==> src/rtl/m_ucode_loader.sv <==
`default_nettype none
// ============================================================================
// Module : m_ucode_loader
// Boot-time byte-stream loader for the 48-bit microcode store. It holds the
// CPU off until the image is written and, optionally, checksum-verified.
// Rev    : 1.0
// ============================================================================
module m_ucode_loader #(
    parameter int NWORDS = 256,
    parameter int CHECK  = 1
) (
    input  logic        clk,
    input  logic        rst,
    input  logic        start,
    input  logic [7:0]  in_dat,
    input  logic        in_stb,
    output logic        in_ack,
    output logic        we,
    output logic [7:0]  wadr,
    output logic [47:0] wdat,
    output logic        busy,
    output logic        done,
    output logic        err,
    output logic        cpu_hold
);

    localparam logic [2:0] S_IDLE  = 3'd0;
    localparam logic [2:0] S_LOAD  = 3'd1;
    localparam logic [2:0] S_WRITE = 3'd2;
    localparam logic [2:0] S_CHECK = 3'd3;
    localparam logic [2:0] S_DONE  = 3'd4;
    localparam logic [2:0] S_ERR   = 3'd5;

    localparam logic [7:0] c_LAST_ADR  = 8'(NWORDS - 1);
    localparam logic [2:0] c_LAST_BYTE = 3'd5;

    logic [2:0]  r_state;
    logic [2:0]  w_state_nxt;
    logic [2:0]  r_cnt;
    logic [7:0]  r_acc;
    logic [7:0]  r_wadr;
    logic [47:0] r_wdat;

    logic        w_xfer;
    logic        w_start_ok;
    logic        w_last_word;
    logic [7:0]  w_acc_sum;

    assign w_xfer      = in_stb & in_ack;
    assign w_start_ok  = start & ((r_state == S_IDLE) | (r_state == S_DONE) |
                                  (r_state == S_ERR));
    assign w_last_word = (r_wadr == c_LAST_ADR);
    assign w_acc_sum   = r_acc + in_dat;

    // ------------------------------------------------------------------------
    // State register
    // ------------------------------------------------------------------------
    always_ff @(posedge clk or posedge rst) begin
        if (rst) begin
            r_state <= S_IDLE;
        end else begin
            r_state <= w_state_nxt;
        end
    end

    // ------------------------------------------------------------------------
    // Next-state logic
    // ------------------------------------------------------------------------
    always_comb begin
        w_state_nxt = r_state;
        case (r_state)
            S_IDLE, S_DONE, S_ERR: begin
                if (start) begin
                    w_state_nxt = S_LOAD;
                end
            end
            S_LOAD: begin
                if (w_xfer && (r_cnt == c_LAST_BYTE)) begin
                    w_state_nxt = S_WRITE;
                end
            end
            S_WRITE: begin
                if (w_last_word) begin
                    w_state_nxt = (CHECK != 0) ? S_CHECK : S_DONE;
                end else begin
                    w_state_nxt = S_LOAD;
                end
            end
            S_CHECK: begin
                // Image bytes plus checksum byte must sum to zero modulo 256.
                if (w_xfer) begin
                    w_state_nxt = (w_acc_sum == 8'h00) ? S_DONE : S_ERR;
                end
            end
            default: begin
                w_state_nxt = S_IDLE;
            end
        endcase
    end

    // ------------------------------------------------------------------------
    // Outputs decoded from the state register; the write strobe therefore
    // drops with the asynchronous reset, so a partial word is never written.
    // ------------------------------------------------------------------------
    always_comb begin
        in_ack   = 1'b0;
        we       = 1'b0;
        busy     = 1'b0;
        done     = 1'b0;
        err      = 1'b0;
        cpu_hold = 1'b1;
        case (r_state)
            S_LOAD: begin
                in_ack = in_stb;
                busy   = 1'b1;
            end
            S_WRITE: begin
                we   = 1'b1;
                busy = 1'b1;
            end
            S_CHECK: begin
                in_ack = in_stb;
                busy   = 1'b1;
            end
            S_DONE: begin
                done     = 1'b1;
                cpu_hold = 1'b0;
            end
            S_ERR: begin
                err = 1'b1;
            end
            default: begin
                cpu_hold = 1'b1;
            end
        endcase
    end

    // ------------------------------------------------------------------------
    // Datapath: byte counter, checksum accumulator, write address and word
    // ------------------------------------------------------------------------
    always_ff @(posedge clk or posedge rst) begin
        if (rst) begin
            r_cnt  <= 3'd0;
            r_acc  <= 8'h00;
            r_wadr <= 8'h00;
            r_wdat <= 48'h0;
        end else if (w_start_ok) begin
            r_cnt  <= 3'd0;
            r_acc  <= 8'h00;
            r_wadr <= 8'h00;
        end else begin
            if (w_xfer) begin
                r_acc <= w_acc_sum;
            end
            if ((r_state == S_LOAD) && w_xfer) begin
                for (int i = 0; i < 6; i++) begin
                    if (r_cnt == 3'(i)) begin
                        r_wdat[8*i +: 8] <= in_dat;
                    end
                end
                r_cnt <= (r_cnt == c_LAST_BYTE) ? 3'd0 : r_cnt + 3'd1;
            end
            if ((r_state == S_WRITE) && !w_last_word) begin
                r_wadr <= r_wadr + 8'd1;
            end
        end
    end

    assign wadr = r_wadr;
    assign wdat = r_wdat;

endmodule
`default_nettype wire

==> config.mk <==
export PLATFORM = sky130hd
export DESIGN_NAME = m_ucode_loader
export DESIGN_NICKNAME = d
export VERILOG_FILES = /design/src/rtl/m_ucode_loader.sv
export SDC_FILE = /design/constraint.sdc
export NUM_CORES = 1
export LEC_CHECK = 0
export BUFFER_PORTS_ARGS = -buffer_cell sky130_fd_sc_hd__buf_2
export CAP_MARGIN = 10
export CELL_PAD_IN_SITES_DETAIL_PLACEMENT = 1
export CELL_PAD_IN_SITES_GLOBAL_PLACEMENT = 2
export CORE_MARGIN = 4
export CORE_UTILIZATION = 38
export DETAILED_ROUTE_END_ITERATION = 10
export PLACE_DENSITY_LB_ADDON = 0.1
export SYNTH_ARGS = -nofsm -noshare
export SYNTH_HDL_FRONTEND = slang
export SYNTH_SLANG_ARGS = --single-unit
==> constraint.sdc <==
create_clock -name clk -period 6.25 [get_ports clk]
set_input_delay 1.25 -clock clk [delete_from_list [all_inputs] [get_ports clk]]
set_output_delay 1.25 -clock clk [all_outputs]
set_load 0.1 [all_outputs]
## Word level (Yosys, flattened, before mapping)

Index checks and enable logic that the tools add are counted.
W data, S select, Z words.

| operators by class | value |
|---|---|
| $add $sub $neg | 3 |
| eq/ne operators | 14 |
| multiplexer cells | 19 |
| bitwise logic cells | 5 |
| reduce and logical (&&, ||, !) cells | 20 |

Operators with widths:

| operator | number |
|---|---|
| $mux W8 | 4 |
| $reduce_and A3 Y1 | 7 |
| $mux W3 | 6 |
| $eq A3 B2 Y1 const B | 4 |
| $eq A3 B3 Y1 const B | 4 |
| $pmux W3 S4 | 1 |
| $add A8 B1 Y8 const B | 1 |
| $add A8 B8 Y8 | 1 |
| $eq A8 B8 Y1 const B | 1 |
| $logic_not A8 Y1 | 1 |
| $mux W1 | 7 |
| $eq A3 B1 Y1 const B | 2 |
| $logic_not A3 Y1 | 2 |
| $ne A2 B2 Y1 const B | 3 |
| $reduce_bool A2 Y1 | 3 |
| $reduce_or A3 Y1 | 2 |
| $add A3 B1 Y3 const B | 1 |
| $logic_and A1 B1 Y1 | 3 |
| $and A1 B1 Y1 | 2 |
| $mux W2 | 1 |
| $or A1 B1 Y1 | 2 |
| $reduce_or A2 Y1 | 1 |
| $logic_not A1 Y1 | 1 |
| $not A1 Y1 | 1 |

| word-level totals | value |
|---|---|
| register bits after elaboration | 70 |
| word-level logic and storage cells | 71 |

## Logic depth before layout (Yosys ltp)

| depth | value |
|---|---|
| depth in word-level cells | 7 |
| depth in mapped cells | 7 |

## Least setup slack after synthesis

No wires, ideal clock.

| timing | value |
|---|---|
| path type | flip-flop to output port |
| from | register r_state[1] |
| to | output we |
| arrival | 2.746 ns |
| slack | 2.254 ns |
| stages on the path, launching flop included | 3 |
| buffers on the path | 1 |
| path through | dfrtp_1 -> buf_2 -> nor3b_1 |

| between the ends | value |
|---|---|
| cells in the longest elaborated chain, start to end | 2 |

RTL lines:

| item | line | RTL |
|---|---|---|
| start: declaration | 37 | `logic [2:0] r_state;` |
| start signal: assignment | 62 | `r_state <= w_state_nxt;` |
| $eq A3 B2 Y1 | 112 | `case (r_state)` |
| $mux W1 | 112 |  |
| end: declaration | 18 | `output logic we,` |

Every way passes these cells.

## Final worst setup path

| timing | value |
|---|---|
| from | input in_stb |
| to | output in_ack |

| between the ends | value |
|---|---|
| cells in the longest elaborated chain, start to end | 1 |

RTL lines:

| item | line | RTL |
|---|---|---|
| start: declaration | 16 | `input logic in_stb,` |
| $mux W1 | 112 |  |
| end: declaration | 17 | `output logic in_ack,` |

Every way passes these cells.

==> flow_summary.json <==
{
  "status": "complete, no violations",
  "clk_pin_slew_ps": 70,
  "r2r_start": "r_acc[0]",
  "whs_path_depth": 1,
  "setup_violations": 0,
  "endpoint_kind": "primary output",
  "hp-start": "wdat[15]",
  "root_buffer": "clkbuf_8",
  "fmax_mhz": 289,
  "final_nets": 349,
  "yosys.area.top_type": "dfrtp_1",
  "worstMarginPinSlew_ps": 898,
  "insertion_delay_ps": 340,
  "cts_tree": "yes",
  "die_x_um": 100,
  "cts_sinks": 70,
  "startpoint_type": "primary input",
  "slew_headroom": 0.402,
  "ios": 74,
  "cts-resized-gates": 0,
  "synth-main-ff-cell": "dfrtp_1",
  "dp_hpwl_um": 5260,
  "grtUsageTotal": 0.164,
  "coreArea_um2": 8220,
  "cts_max_path_buffers": 2,
  "crit_arrival_ps": 2210,
  "yosysSeqAreaShare": 0.544,
  "crit_required_ps": 5000,
  "cap_violations": 0,
  "ys_warn_count": 0,
  "vias": 2227,
  "multi_input_area_um2": 1410,
  "ys_seq_elements": 70,
  "final-seq-area_um2": 1750,
  "cp_max_fo": 10,
  "fin_crit_sh": 0.554,
  "ant_nets": 0,
  "initial_core_util": 0.392,
  "synth_top_area_frac": 0.544,
  "synthCells": 247,
  "syn-cell-area_um2": 3220,
  "yosys.cell_types.count": 47,
  "die_h_um": 100,
  "htree_levels": 3,
  "syn_nets": 269,
  "dieArea_um2": 10000,
  "synth-edff-count": 0,
  "fin_tns_setup_ps": 0,
  "num_rows": 33,
  "cp-startpoint": "in_stb",
  "first_global_vias": 2342,
  "grt_pass1_wl_um": 12600,
  "post_cts_buffers": 0,
  "skew_ps": 10.7,
  "r2r_cells": 6,
  "crit_type": "in -> out",
  "hold_buffers": 0,
  "port_buffers": 73,
  "grt_max_degree": 71,
  "insertedDiodeCount": 0,
  "area_growth_pct": 21.3,
  "overflow": 0,
  "post-route-drc-count": 0,
  "hold_viol_final": 0,
  "vias_per_cell": 5.10,
  "drive_above_1_share": 0.455,
  "gp_congestion": 0.782,
  "fillers": 902,
  "first_iter_violations": 35,
  "slew_viol_final": 0,
  "drtPass1Iterations": 3,
  "synth_area_leaders": "dfrtp_1 (54%), mux2_2 (16%), ha_1 (3.5%)",
  "min_path_type": "reg -> reg",
  "async_flop_share": 1.00,
  "avgSynthCellArea_um2": 13.0,
  "numCtsBuffers": 9,
  "synthMostInstantiatedCell": "dfrtp_1",
  "synthTopCellsByCount": "dfrtp_1 (70), mux2_2 (46), nor2_1 (16), ha_1 (9)",
  "wl_per_cell_um": 17.2,
  "rsz0062_at_grt": "false",
  "wl_um": 7530,
  "finalCriticalPeriod_ps": 3460,
  "antenna_found_initial": 0
}
==> cells by family after synthesis <==
| group | after synthesis | synth area share |
|---|---|---|
| flip-flops | 70 | 0.544 |
| AND/OR/NAND/NOR | 55 | 0.103 |
| multiplexers | 49 | 0.171 |
| AO/OA/AOI/OAI | 37 | 0.0874 |
| XOR/XNOR | 13 | 0.0353 |
| buffers and inverters | 13 | 0.0183 |
| adder cells (fa/ha/maj) | 10 | 0.0412 |
==> cell usage in the layout, fill, tap and decap left out, types with 7 or more instances in the layout <==
cell type  Yosys  final
o21ai_0        7      7
nand2_1        8      8
xor2_1         8      8
buf_2          4     73
ha_1           9      9
dfrtp_1       70     70
clkbuf_8       0     10
nor2_1        16     16
mux2_2        46     46
a22o_1         7      7
a21oi_1        7      7
==> per-layer routing <==
| layer | vias up | wire length (µm) | GRT usage |
|---|---|---|---|
| met5 | - | 0 | 0 |
| met1 | 1123 | 3590 | 0.229 |
| met3 | 8 | 329 | 0.0389 |
| li1 | 1052 | - | - |
| met4 | 0 | 116 | 0.0715 |
| met2 | 44 | 3490 | 0.244 |
==> worst max-delay path, cell delays in order <==
cell	delay (ps)
buf_2	120
nand2_1	150
inv_2	220
buf_2	470
==> per-stage QoR <==
| stage | area (µm²) | cells | hold slack [ps] | utilization | setup slack [ps] |
|---|---|---|---|---|---|
| global route | 3910 | 437 | 505 | 0.476 | 2730 |
| detailed placement | 3700 | 421 | 474 | 0.450 | 2640 |
| floorplan | 3220 | 247 | 470 | - | 2250 |
| finish | 3910 | 437 | 488 | 0.476 | 2790 |
| CTS | 3910 | 437 | 492 | 0.476 | 2790 |
| global placement | 3700 | 421 | 465 | 0.450 | 2650 |
==> flip-flops by register name (all words and copies together), names as in the netlist <==
signal / count
wadr: 8
wdat: 48
r_acc: 8
r_state: 3
r_cnt: 3
==> final cells by class <==
type / instances / share of cell area
clock buffers: 10 / 0.0352
clock inverters: 6 / 0.0179
inverters: 7 / 0.00672
multi-input cells: 164 / 0.361
flip-flops and latches: 70 / 0.448
well taps: 105 / 0.0336
repair buffers: 75 / 0.0973
==> final timing paths <==
kind,to,slack [ps]
max in group asynchronous,wdat[23],4490
setup / recovery,in_ack,2790
min in group asynchronous,r_state[2],1160
hold reg to reg,wdat[15],490
setup reg to reg,r_state[0],3700
hold / removal,wdat[15],490
Power is not shown: default switching activity piles up to over one toggle a cycle in this logic, so the estimate is an artifact.
